==> src/rtl/seg_display_arbiter.sv <==
// Round-robin arbiter sharing a two-digit 7-segment display between two
// byte producers. Optional build macro: SEG_LEADING_BLANK_EN.
module seg_display_arbiter #(
    parameter int HOLD_CYCLES       = 25_000_000,
    parameter int IDLE_BLANK_CYCLES = 0
) (
    input  logic       i_Clk,
    input  logic       i_Rst_L,
    input  logic       i_Req0_DV,
    input  logic [7:0] i_Req0_Byte,
    output logic       o_Req0_Ready,
    input  logic       i_Req1_DV,
    input  logic [7:0] i_Req1_Byte,
    output logic       o_Req1_Ready,
    output logic [3:0] o_Upper_Nibble,
    output logic [3:0] o_Lower_Nibble,
    output logic       o_Upper_En,
    output logic       o_Lower_En,
    output logic       o_Owner,
    output logic       o_Busy
);

    typedef enum logic {
        IDLE = 1'b0,
        HOLD = 1'b1
    } state_t;

    localparam logic [27:0] HOLD_LOAD = 28'(HOLD_CYCLES - 1);
    localparam logic [27:0] BLANK_AT  = 28'(IDLE_BLANK_CYCLES);
    localparam bit          BLANK_ON  = (IDLE_BLANK_CYCLES != 0);

    state_t      state, state_nxt;
    logic        pref, pref_nxt;
    logic        grant;
    logic        req_dv;
    logic [7:0]  req_byte;
    logic        xfer;
    logic        lead_en;
    logic [7:0]  disp, disp_nxt;
    logic        upper_en, upper_en_nxt;
    logic        lower_en, lower_en_nxt;
    logic        owner, owner_nxt;
    logic [27:0] hold_cnt, hold_nxt;
    logic [27:0] idle_cnt, idle_nxt;

    // Grant: a lone valid requester wins, otherwise the preferred one.
    always_comb begin
        grant = pref;
        if (i_Req0_DV && !i_Req1_DV) begin
            grant = 1'b0;
        end else if (!i_Req0_DV && i_Req1_DV) begin
            grant = 1'b1;
        end
    end

    assign req_dv   = grant ? i_Req1_DV : i_Req0_DV;
    assign req_byte = grant ? i_Req1_Byte : i_Req0_Byte;
    assign xfer     = (state == IDLE) && req_dv;

    assign o_Req0_Ready = (state == IDLE) && !grant;
    assign o_Req1_Ready = (state == IDLE) && grant;

`ifdef SEG_LEADING_BLANK_EN
    assign lead_en = (req_byte[7:4] != 4'h0);
`else
    assign lead_en = 1'b1;
`endif

    // Next-state: accept in IDLE, count down the hold, blank when idle.
    always_comb begin
        state_nxt    = state;
        pref_nxt     = pref;
        disp_nxt     = disp;
        upper_en_nxt = upper_en;
        lower_en_nxt = lower_en;
        owner_nxt    = owner;
        hold_nxt     = hold_cnt;
        idle_nxt     = idle_cnt;
        case (state)
            IDLE: begin
                if (xfer) begin
                    disp_nxt     = req_byte;
                    owner_nxt    = grant;
                    pref_nxt     = ~grant;
                    hold_nxt     = HOLD_LOAD;
                    state_nxt    = HOLD;
                    upper_en_nxt = lead_en;
                    lower_en_nxt = 1'b1;
                    idle_nxt     = '0;
                end else begin
                    if (idle_cnt != '1) begin
                        idle_nxt = idle_cnt + 28'd1;
                    end
                    if (BLANK_ON && (idle_cnt == BLANK_AT)) begin
                        upper_en_nxt = 1'b0;
                        lower_en_nxt = 1'b0;
                    end
                end
            end
            HOLD: begin
                if (hold_cnt == '0) begin
                    state_nxt = IDLE;
                end else begin
                    hold_nxt = hold_cnt - 28'd1;
                end
            end
            default: begin
                state_nxt = IDLE;
            end
        endcase
    end

    // State register with synchronous active-low reset.
    always_ff @(posedge i_Clk) begin
        if (!i_Rst_L) begin
            state    <= IDLE;
            pref     <= 1'b0;
            disp     <= 8'h00;
            upper_en <= 1'b0;
            lower_en <= 1'b0;
            owner    <= 1'b0;
            hold_cnt <= '0;
            idle_cnt <= '0;
        end else begin
            state    <= state_nxt;
            pref     <= pref_nxt;
            disp     <= disp_nxt;
            upper_en <= upper_en_nxt;
            lower_en <= lower_en_nxt;
            owner    <= owner_nxt;
            hold_cnt <= hold_nxt;
            idle_cnt <= idle_nxt;
        end
    end

    assign o_Upper_Nibble = disp[7:4];
    assign o_Lower_Nibble = disp[3:0];
    assign o_Upper_En     = upper_en;
    assign o_Lower_En     = lower_en;
    assign o_Owner        = owner;
    assign o_Busy         = (state == HOLD);

endmodule

==> config.mk <==
export PLATFORM = sky130hd
export DESIGN_NAME = seg_display_arbiter
export DESIGN_NICKNAME = d
export VERILOG_FILES = /design/src/rtl/seg_display_arbiter.sv
export SDC_FILE = /design/constraint.sdc
export NUM_CORES = 1
export LEC_CHECK = 0
export ABC_AREA = 1
export CAP_MARGIN = 20
export CORE_ASPECT_RATIO = 1.1
export CORE_MARGIN = 2
export CORE_UTILIZATION = 29
export DETAILED_ROUTE_END_ITERATION = 8
export PLACE_DENSITY_LB_ADDON = 0.12
export SLEW_MARGIN = 20
export SYNTH_ARGS = -nofsm -noshare
export SYNTH_HDL_FRONTEND = slang
export SYNTH_SLANG_ARGS = --single-unit
==> constraint.sdc <==
create_clock -name i_Clk -period 2.3 [get_ports i_Clk]
set_input_delay 0.345 -clock i_Clk [delete_from_list [all_inputs] [get_ports i_Clk]]
set_output_delay 0.345 -clock i_Clk [all_outputs]
set_load 0.02 [all_outputs]
==> run metrics <==
ant diodes=0; Worst Path Max Fanout=3; io pins=34; Synth area leader=dfxtp_1; Max Clock Freq=0.456 GHz; Core ar.=7910 um2; synthesis-to-layout area growth=24.3%; Reg2Reg Setup Slack=350 ps; CTS Hold Bufs=0; Tcrit/Tclk final=0.953; dpl hpwl=4.82 mm; Fillers=875; Seq/Total Area, Yosys=0.339; GRT Total Usage=0.157; Clock Pin Slew Worst Setup and Hold Paths=70 ps; Num Clock Sinks=40; CTS HTree Levels=2; syn avg cell area=6.23 um2; EDFF count, synth=0; starting density of the core=0.298; Hold Path Class=register to register; top cell type's share of synthesized area=0.339; Final WS setup=107 ps; count of max-cap constraint violations=0; placed cell area=approximately 2900 um2; synth cell count leaders=nand2_1, nor2_1, dfxtp_1; first-pass GRT wire length=roughly 11 mm; slowest stage delay, CP=approximately 600 ps; VDD IR max=~0.24 mV; Routed wire per std cell=around 12 um; Pwr Density=659 nW/um2; Startpoint Class=primary input; final total power=between 0.0015 and 0.002 W; Seq. cell area=around 800 um2; synth unique cells=28; Syn Nets=401; mapped cell area=2360 um2; RePlAce Congestion=0.777; flops & latches, synth=40; worst setup path class=primary input to output port; Post-synth ARST share=0; initial antenna violation count=0; largest net degree at the start of global routing=29; Pleak=approximately 1.2 nW; crit path DAT=1850 ps; worst hold slack=481 ps; Setup TNS=0 ps; Synth Flop Type=dfxtp_1; Port Buf Inserts=33; DR iter-0 viols=between 80 and 90; WP data required=1960 ps; Rows=34; Total Nets Final=440; CTS root buf=clkbuf_8; Hold Fails Final Rpt=0; Final min period=2190 ps; Least-Margin Pin Slew=around 530 ps; CP cell instances=clkdlybuf4s50_1 > inv_1 > o21ai_1 > inv_1 > nor2_1 > clkdlybuf4s50_1; area occupied by multi-input gates=1390 um2; number of global-route vias before repair=2,447; Max Transition Viols Final=0; status=completed; Setup Buffers After CTS=0; Clock Skews=around 8.1 ps; CTS Buffer Depth=2; TritonCTS clock tree=built; Design Area, Final=2930 um2; top-count cell post-synth=nand2_1; drt first pass iters=4; Synth Warn #=0; vias per cell=4.63; Die Height=slightly below 100 um; synth top area cells=dfxtp_1, nand2_1, nor2_1; Post-Route WL=around 6.4 mm; Post-Place Setup Slack=-42.5 ps; Via Count=2,433; cts bufs inserted=5; Slew Limit Headroom=0.649; Post-Synthesis Cells=379; full die area=8880 um2; RSZ-0062 raised after global routing=false; residual DRC count=0; share of cells above drive strength 1=0.0742; Die Span X=90.0 um; Final setup viols=0; clock latency at the later pin of the worst-skew pair=approximately 300 ps; Slowest-stage cell, CP=clkdlybuf4s50_1; total gr overflow=0; Worst Setup End Kind=output port; post-route ant nets=0
-- final timing paths --
path                from           end  depth (start not counted)
min              disp[7]       disp[7]                          2
min reg2reg      disp[7]       disp[7]                          2
max reg2reg  hold_cnt[0]  hold_cnt[14]                          8
max            i_Req0_DV  o_Req0_Ready                          6
-- report_power, final --
part,switching [W],internal (W)
Combinational,0.000393,0.000254
Sequential,0.0000675,0.000756
Clock,0.000255,0.000207
-- repair_timing --
action | in CTS | in global routing
pin swaps | 0 | 0
hold endpoints to repair | 0 | 0
setup endpoints to repair | 1 | 1
gates resized for setup | 1 | 1
-- critical path, delay by kind of cell --
| family | cells | cell delay, ps |
|---|---|---|
| buffers and inverters | 4 | 1190 |
| AOI/OAI and AO/OA | 1 | 230 |
| and+or+nand+nor | 1 | 80 |
-- cell families after synthesis --
| kind of cell | count (synthesis) | synth area share |
|---|---|---|
| buf+inv | 39 | 0.0715 |
| xor+xnor | 11 | 0.0408 |
| simple gates | 237 | 0.420 |
| compound gates | 50 | 0.118 |
| flops | 40 | 0.339 |
| fa+ha+maj | 2 | 0.0106 |
-- cells in the final DEF, fill, tap and decap left out, types with 2 or more instances in the layout --
| cell type | count |
|---|---|
| buf_4 | 10 |
| xnor2_1 | 6 |
| inv_1 | 26 |
| nor2_4 | 2 |
| a31oi_1 | 7 |
| a21oi_1 | 26 |
| xor2_1 | 5 |
| nor2_2 | 5 |
| clkbuf_8 | 5 |
| or2_2 | 2 |
| nand4_1 | 7 |
| nand3_1 | 25 |
| ha_1 | 2 |
| nand2_1 | 121 |
| o21ai_0 | 12 |
| nor3_1 | 2 |
| dfxtp_1 | 40 |
| clkdlybuf4s50_1 | 32 |
| nor2_1 | 71 |
-- layer usage --
metal | vias to the layer above | part of all wire | wire length [um] | global-route usage
met5 | - | 0 | 0 | 0
li1 | 1285 | - | - | -
met1 | 1099 | 0.46 | 2980 | 0.185
met3 | 6 | 0.044 | 285 | 0.0359
met4 | 0 | 0.012 | 80 | 0.0438
met2 | 43 | 0.48 | 3060 | 0.287
-- flip-flops by register name, indices dropped and copies added, names as in the netlist --
name	cells
o_Lower_En	1
o_Busy	1
disp	8
o_Owner	1
hold_cnt	28
pref	1
-- through the flow --
step,util,cells
2_1_floorplan,-,379
3_3_place_gp,0.361,519
3_5_place_dp,0.361,519
4_1_cts,0.370,526
5_1_grt,0.371,526
6_report,0.371,526
-- area by class of cell --
type / instances / share of cell area
multi-input cells: 300 / 0.474
flip-flops and latches: 40 / 0.273
clock buffers: 6 / 0.0247
clock inverters: 1 / 0.00171
repair buffers: 44 / 0.146
inverters: 27 / 0.0345
well taps: 108 / 0.0461
(Power assumes the default switching activity.)
